<file path="config.mk">
export PLATFORM = sky130hd
export DESIGN_NAME = buf_feeder_flat
export DESIGN_NICKNAME = d
export VERILOG_FILES = /design/src/rtl/buf_feeder_if.sv /design/src/rtl/buf_feeder.sv /design/src/flat_wrapper.sv
export SDC_FILE = /design/constraint.sdc
export NUM_CORES = 1
export LEC_CHECK = 0
export ABC_AREA = 1
export CORE_MARGIN = 3
export CORE_UTILIZATION = 40
export CTS_CLUSTER_DIAMETER = 40
export DETAILED_ROUTE_END_ITERATION = 12
export PLACE_DENSITY = 0.7
export SLEW_MARGIN = 30
export SYNTH_ARGS = -nofsm -noshare
export SYNTH_HDL_FRONTEND = slang
export SYNTH_SLANG_ARGS = --single-unit
</file>
<file path="constraint.sdc">
create_clock -name clk -period 2.55 [get_ports clk]
set_clock_uncertainty 0.15 [all_clocks]
set_input_delay 0.51 -clock clk [delete_from_list [all_inputs] [get_ports clk]]
set_output_delay 0.51 -clock clk [all_outputs]
set_load 0.005 [all_outputs]
</file>
<file path="src/rtl/buf_feeder_if.sv">
// Downstream word stream for buf_feeder: data plus valid/ready handshake and
// a last marker qualifying the final word of each pass.
interface buf_feeder_if #(
  parameter int DATA_WIDTH = 16
) ();
  logic [DATA_WIDTH-1:0] data;
  logic                  valid;
  logic                  ready;
  logic                  last;

  modport master (output data, output valid, output last, input ready);
  modport slave  (input data, input valid, input last, output ready);
endinterface

</file>
<file path="src/rtl/buf_feeder.sv">
// Read-side sequencer for the obli buffer: sweeps addresses n_pass times and
// streams words through a 2-entry skid FIFO. Optional macro: BUF_FEEDER_ABORT_EN.
module buf_feeder #(
  parameter  int DATA_WIDTH = 16,
  parameter  int MAX_nDATA  = 1024,
  parameter  int MAX_PASS   = 256,
  localparam int ADDR_WIDTH = $clog2(MAX_nDATA),
  localparam int PASS_WIDTH = $clog2(MAX_PASS) + 1
) (
  input  logic                  clk,
  input  logic                  rst,
  input  logic                  start,
  input  logic [ADDR_WIDTH:0]   n_data,
  input  logic [PASS_WIDTH-1:0] n_pass,
`ifdef BUF_FEEDER_ABORT_EN
  input  logic                  abort,
`endif
  output logic                  buf_re,
  output logic [ADDR_WIDTH-1:0] buf_raddr,
  input  logic [DATA_WIDTH-1:0] buf_data,
  buf_feeder_if.master          m,
  output logic                  busy,
  output logic                  done
);

  typedef enum logic [1:0] {ST_IDLE = 2'd0, ST_RUN = 2'd1, ST_DRAIN = 2'd2, ST_DONE = 2'd3} state_t;

  localparam logic [ADDR_WIDTH:0]   N_ONE = (ADDR_WIDTH+1)'(1);
  localparam logic [PASS_WIDTH-1:0] P_ONE = PASS_WIDTH'(1);

  state_t                state_r;
  logic [ADDR_WIDTH-1:0] addr_r;
  logic [PASS_WIDTH-1:0] pass_r;
  logic [ADDR_WIDTH:0]   n_data_r;
  logic [PASS_WIDTH-1:0] n_pass_r;
  logic                  busy_r;
  logic                  done_r;
  logic                  inflight_r;
  logic                  inflight_last_r;
  logic [DATA_WIDTH-1:0] fifo_data_r [2];
  logic                  fifo_last_r [2];
  logic                  rd_ptr_r;
  logic                  wr_ptr_r;
  logic [1:0]            count_r;

  logic                  abort_s;
  logic                  abort_hit_s;
  logic                  pop_s;
  logic [2:0]            occ_s;
  logic                  buf_re_s;
  logic                  addr_last_s;
  logic                  pass_last_s;
  logic                  drained_s;

`ifdef BUF_FEEDER_ABORT_EN
  assign abort_s = abort;
`else
  assign abort_s = 1'b0;
`endif

  assign m.valid     = (count_r != 2'd0);
  assign m.data      = fifo_data_r[rd_ptr_r];
  assign m.last      = fifo_last_r[rd_ptr_r] & m.valid;
  assign pop_s       = m.valid & m.ready;
  assign buf_re      = buf_re_s;
  assign buf_raddr   = addr_r;
  assign busy        = busy_r;
  assign done        = done_r;
  assign abort_hit_s = abort_s && ((state_r == ST_RUN) || (state_r == ST_DRAIN));

  // Credit check, sweep-end detection and drain completion from current state.
  always_comb begin
    occ_s       = 3'(count_r) + 3'(inflight_r) - 3'(pop_s);
    addr_last_s = ({1'b0, addr_r} == (n_data_r - N_ONE));
    pass_last_s = (pass_r == (n_pass_r - P_ONE));
    // The popped head leaves this edge, so count==pop means empty afterwards.
    drained_s   = !inflight_r && (count_r == 2'(pop_s));
    if ((state_r == ST_RUN) && !abort_s && (occ_s < 3'd2)) begin
      buf_re_s = 1'b1;
    end else begin
      buf_re_s = 1'b0;
    end
  end

  // Sequencer FSM with address/pass counters and registered status outputs.
  always_ff @(posedge clk) begin
    if (rst) begin
      state_r  <= ST_IDLE;
      addr_r   <= '0;
      pass_r   <= '0;
      n_data_r <= '0;
      n_pass_r <= '0;
      busy_r   <= 1'b0;
      done_r   <= 1'b0;
    end else begin
      done_r <= (state_r == ST_DONE);
      case (state_r)
        ST_IDLE: begin
          if (start) begin
            if ((n_data == '0) || (n_pass == '0)) begin
              state_r <= ST_DONE;
            end else begin
              n_data_r <= n_data;
              n_pass_r <= n_pass;
              addr_r   <= '0;
              pass_r   <= '0;
              busy_r   <= 1'b1;
              state_r  <= ST_RUN;
            end
          end
        end
        ST_RUN: begin
          if (abort_s) begin
            addr_r  <= '0;
            busy_r  <= 1'b0;
            state_r <= ST_IDLE;
          end else if (buf_re_s) begin
            if (addr_last_s) begin
              addr_r <= '0;
              pass_r <= pass_r + P_ONE;
              if (pass_last_s) begin
                state_r <= ST_DRAIN;
              end
            end else begin
              addr_r <= addr_r + ADDR_WIDTH'(1);
            end
          end
        end
        ST_DRAIN: begin
          if (abort_s) begin
            busy_r  <= 1'b0;
            state_r <= ST_IDLE;
          end else if (drained_s) begin
            busy_r  <= 1'b0;
            state_r <= ST_DONE;
          end
        end
        ST_DONE: begin
          state_r <= ST_IDLE;
        end
        default: begin
          busy_r  <= 1'b0;
          state_r <= ST_IDLE;
        end
      endcase
    end
  end

  // Skid FIFO: captures read data one cycle after the strobe, pops on handshake.
  always_ff @(posedge clk) begin
    if (rst) begin
      inflight_r      <= 1'b0;
      inflight_last_r <= 1'b0;
      rd_ptr_r        <= 1'b0;
      wr_ptr_r        <= 1'b0;
      count_r         <= 2'd0;
      fifo_data_r[0]  <= '0;
      fifo_data_r[1]  <= '0;
      fifo_last_r[0]  <= 1'b0;
      fifo_last_r[1]  <= 1'b0;
    end else if (abort_hit_s) begin
      inflight_r      <= 1'b0;
      inflight_last_r <= 1'b0;
      rd_ptr_r        <= 1'b0;
      wr_ptr_r        <= 1'b0;
      count_r         <= 2'd0;
    end else begin
      inflight_r      <= buf_re_s;
      inflight_last_r <= buf_re_s & addr_last_s;
      if (inflight_r) begin
        fifo_data_r[wr_ptr_r] <= buf_data;
        fifo_last_r[wr_ptr_r] <= inflight_last_r;
        wr_ptr_r              <= ~wr_ptr_r;
      end
      if (pop_s) begin
        rd_ptr_r <= ~rd_ptr_r;
      end
      count_r <= count_r + {1'b0, inflight_r} - {1'b0, pop_s};
    end
  end

endmodule

</file>
<file path="src/flat_wrapper.sv">
// flat-port wrapper written by rule: the top's interface ports become plain ports
module buf_feeder_flat 
#(
  parameter  int DATA_WIDTH = 16,
  parameter  int MAX_nDATA  = 1024,
  parameter  int MAX_PASS   = 256,
  localparam int ADDR_WIDTH = $clog2(MAX_nDATA),
  localparam int PASS_WIDTH = $clog2(MAX_PASS) + 1
)
  (clk, rst, start, n_data, n_pass, buf_re, buf_raddr, buf_data, busy, done, m_data, m_valid, m_last, m_ready);
  buf_feeder_if #(.DATA_WIDTH(DATA_WIDTH)) m_i ();
  input  logic clk;
  input  logic rst;
  input  logic start;
  input  logic [ADDR_WIDTH:0] n_data;
  input  logic [PASS_WIDTH-1:0] n_pass;
  output logic buf_re;
  output logic [ADDR_WIDTH-1:0] buf_raddr;
  input  logic [DATA_WIDTH-1:0] buf_data;
  output logic busy;
  output logic done;
  output wire logic [$bits(m_i.data)-1:0] m_data;
  output wire logic [$bits(m_i.valid)-1:0] m_valid;
  output wire logic [$bits(m_i.last)-1:0] m_last;
  input wire logic [$bits(m_i.ready)-1:0] m_ready;
  assign m_data = m_i.data;
  assign m_valid = m_i.valid;
  assign m_last = m_i.last;
  assign m_i.ready = m_ready;
  buf_feeder #(.DATA_WIDTH(DATA_WIDTH), .MAX_nDATA(MAX_nDATA), .MAX_PASS(MAX_PASS)) u_core (.clk(clk), .rst(rst), .start(start), .n_data(n_data), .n_pass(n_pass), .buf_re(buf_re), .buf_raddr(buf_raddr), .buf_data(buf_data), .m(m_i), .busy(busy), .done(done));
endmodule
</file>
==> flow_summary_export.csv <==
group,metric,value,unit
floorplan,fp.dieW,113,µm
floorplan,ios,71,
routing,drtIter0Drc,248,
grt,grt_max_degree,40,
timing,max_slew_margin,68.7,%
critical_path,crit_arrival,2.31,ns
timing,period_share,117,%
place,dpl_cell_area,0.00563,mm²
yosys,yosys_most_used_dff,"dfxtp_1",
yosys,syn_area,0.00461,mm²
yosys,avgSynthCellArea,7.34,µm²
routing,ant_nets,0,
final_layout,fin_cells,884,
routing,wirelength,11600,µm
timing,worst_slack,-0.421,ns
hold_path,hold_path.class,"reg -> reg",
critical_path,cp-start-kind,"flip-flop",
clock_network,cts_htree_levels,3,
floorplan,die_area,0.0128,mm²
critical_path,cp.required,1.89,ns
yosys,async_reset_ff_share,0,%
yosys,synth-edff-count,34,
critical_path,r2r_slack,-0.37,ns
critical_path,r2r_start,"u_core.count_r[1]",
grt,grt_pass1_vias,4240,
clock_network,clkSlewWorstSetupHoldPaths,0.06,ns
yosys,synth.net_count,679,
clock_network,cts_tree,"built",
hold_path,holdCritStartpoint,"u_core.n_pass_r[8]",
clock_network,clock_latency,0.34,ns
timing,tns,-7.81,ns
place,gp_congestion,0.865,
timing,worst_pin_slew,0.466,ns
routing,first_pass_iters,4,
final_layout,fillers,984,
pwr,power.leakage,2.80,nW
yosys,syn_inst,628,
final_layout,drive_above_1_share,20.7,%
final_layout,syn_to_final_growth,40.1,%
grt,grt.total_usage,18.0,%
floorplan,core,0.0110,mm²
clock_network,cts_buffer_depth,2,
timing,max_freq,337,MHz
critical_path,critPathKind,"reg -> out",
critical_path,r2r-end,"u_core.pass_r[6]",
timing,drv_slew,0,
hold_path,min_path_cells,2,
outcome,violations,"setup timing",
final_layout,n_antenna_cell,0,
timing,setup_violations,23,
critical_path,cp_max_fo,2,
routing,vias,4354,
clock_network,cts_root_buffer,"clkbuf_16",
timing,hold_violations,0,
floorplan,die_h,113,µm
final_layout,postLayoutCellArea,0.00646,mm²
grt,grt_antenna_before_repair,0,
outcome,status,"finished with violations",
grt,gr-total-overflow,0,
place,portBuffers,70,
floorplan,core.rowCount,38,
yosys,yosys_warnings,0,
place,hpwl,8150,µm
pwr,max-vdd-ir-drop,0.545,mV
yosys,ys_ff_latch,84,
routing,viasPerCell,4.93,
routing,wl_per_cell,13.1,µm
timing,holdWs,0.326,ns
yosys,synth_seq_area_share,43.9,%
clock_network,cts_buffers,9,
timing,period_minus_slack,2.97,ns
timing,rsz0062_at_grt,"yes",
routing,drc,0,
grt,grt_first_pass_wirelength,18900,µm
hold_path,whs_endpoint,"u_core.n_pass_r[8]",
final_layout,nets,790,
place,dpl_worst_slack,-0.967,ns
clock_network,cts.sinks,84,
yosys,ys_types,33,
run,maxCapViolCount,0,
critical_path,r2r_cells,18,
pwr,power,6.66,mW
final_layout,post-route-util,58.5,%
critical_path,cp-startpoint,"u_core.count_r[1]",
critical_path,worstSetupEndpointType,"output pin",
floorplan,initial_core_util,41.8,%
place,dp_cells,850,
pwr,p_per_area,1030,mW/mm²
## layout by cell type (no fill, tap or decap), types with 16 or more instances in the layout
cell type        Yosys  layout
nor2_1             105      95
buf_6                0      16
inv_1               76      72
a21oi_1             30      28
nand3_1             27      24
nand2_1            172     155
edfxtp_1            34      34
clkdlybuf4s50_1      0      68
buf_4                1      25
dfxtp_1             50      47
o21ai_0             24      22
## report_power, final
part	internal, mW	switching (mW)
clock network	0.976	0.566
registers	1.61	0.178
logic	1.56	1.77
total	4.15	2.52
## synthesized netlist by cell type, types with 2 or more instances
| master | n | area share, % |
|---|---|---|
| a21oi_2 | 8 | 1.5 |
| nand4_1 | 6 | 0.81 |
| nand2_4 | 3 | 0.73 |
| nor2_1 | 105 | 8.6 |
| nor3_1 | 8 | 0.87 |
| nor2_2 | 6 | 0.81 |
| clkinv_1 | 2 | 0.16 |
| o21ai_0 | 24 | 2.6 |
| inv_1 | 76 | 6.2 |
| edfxtp_1 | 34 | 22 |
| nor3b_1 | 3 | 0.49 |
| clkbuf_1 | 6 | 0.49 |
| buf_2 | 4 | 0.43 |
| nand3_1 | 27 | 2.9 |
| o21ai_1 | 2 | 0.22 |
| nand3_2 | 9 | 2.0 |
| ha_1 | 10 | 2.7 |
| nand2_1 | 172 | 14 |
| dfxtp_1 | 50 | 22 |
| xor2_1 | 13 | 2.5 |
| buf_1 | 3 | 0.24 |
| a21oi_1 | 30 | 3.3 |
| nand3b_1 | 3 | 0.49 |
| nand2_2 | 3 | 0.41 |
| nor3_2 | 6 | 1.3 |
| inv_2 | 8 | 0.65 |
## worst max path at each step
stage | to | slack, ns | cells past startpoint
2_1_floorplan | u_core.pass_r[5] | -0.006 | 14
3_3_place_gp | buf_re | -0.93 | 13
3_5_place_dp | buf_re | -0.97 | 13
4_1_cts | buf_re | -0.44 | 13
5_1_grt | buf_re | -0.49 | 13
6_report | buf_re | -0.42 | 13
## registers in the layout (all words and copies together), names as in the netlist, named ones only
signal / cells
u_core.pass_r: 9
u_core.count_r: 2
u_core.rd_ptr_r: 1
u_core.busy: 1
u_core.inflight_r: 1
u_core.wr_ptr_r: 1
u_core.fifo_last_r: 2
u_core.state_r: 2
u_core.done: 1
u_core.fifo_data_r: 32
u_core.n_data_r: 11
u_core.buf_raddr: 10
u_core.inflight_last_r: 1
u_core.n_pass_r: 9
## cells by family (layout without fill, tap and decap cells)
| group | Yosys count | count (layout) | share of synthesized area, % |
|---|---|---|---|
| XOR/XNOR | 14 | 14 | 2.66 |
| AO/OA/AOI/OAI | 66 | 66 | 7.93 |
| flip-flops | 84 | 84 | 43.9 |
| buffers and inverters | 101 | 215 | 8.77 |
| adder cells (fa/ha/maj) | 11 | 11 | 3.15 |
| AND/OR/NAND/NOR | 352 | 354 | 33.6 |
## routing by layer
metal / up-vias / track usage, % / wire [µm]
li1: 2205 / - / -
met1: 1991 / 20.6 / 4900
met2: 124 / 32.2 / 5720
met3: 34 / 3.21 / 525
met4: 0 / 9.05 / 410
met5: - / 0 / 0
## critical path, stage by stage, from the launching register on
cell,delay [ns]
dfxtp_2,0.33
nor2_4,0.14
nor2_4,0.05
ha_4,0.26
inv_2,0.04
ha_4,0.14
fa_1,0.50
inv_2,0.05
buf_6,0.12
nand2_4,0.06
nor2_4,0.03
nand2_2,0.08
inv_1,0.04
buf_2,0.11
## layout make-up
class / count / area [µm²] / share of cell area [%]
clock inverter: 7 / 130 / 2.02
inverter: 86 / 335 / 5.19
clock buffer: 9 / 225 / 3.49
timing repair buffer: 113 / 1100 / 17.0
sequential: 84 / 2030 / 31.4
tap: 140 / 175 / 2.71
multi-input combinational: 445 / 2470 / 38.2
## repair_timing
item	4_1_cts	5_1_grt
pin swaps	25	18
hold buffers	0	0
hold endpoints to repair	0	0
gates resized for setup	60	30
gates cloned	2	0
setup endpoints to repair	23	24
setup buffers	18	1
Note: power is estimated with default switching activity, not from simulation.
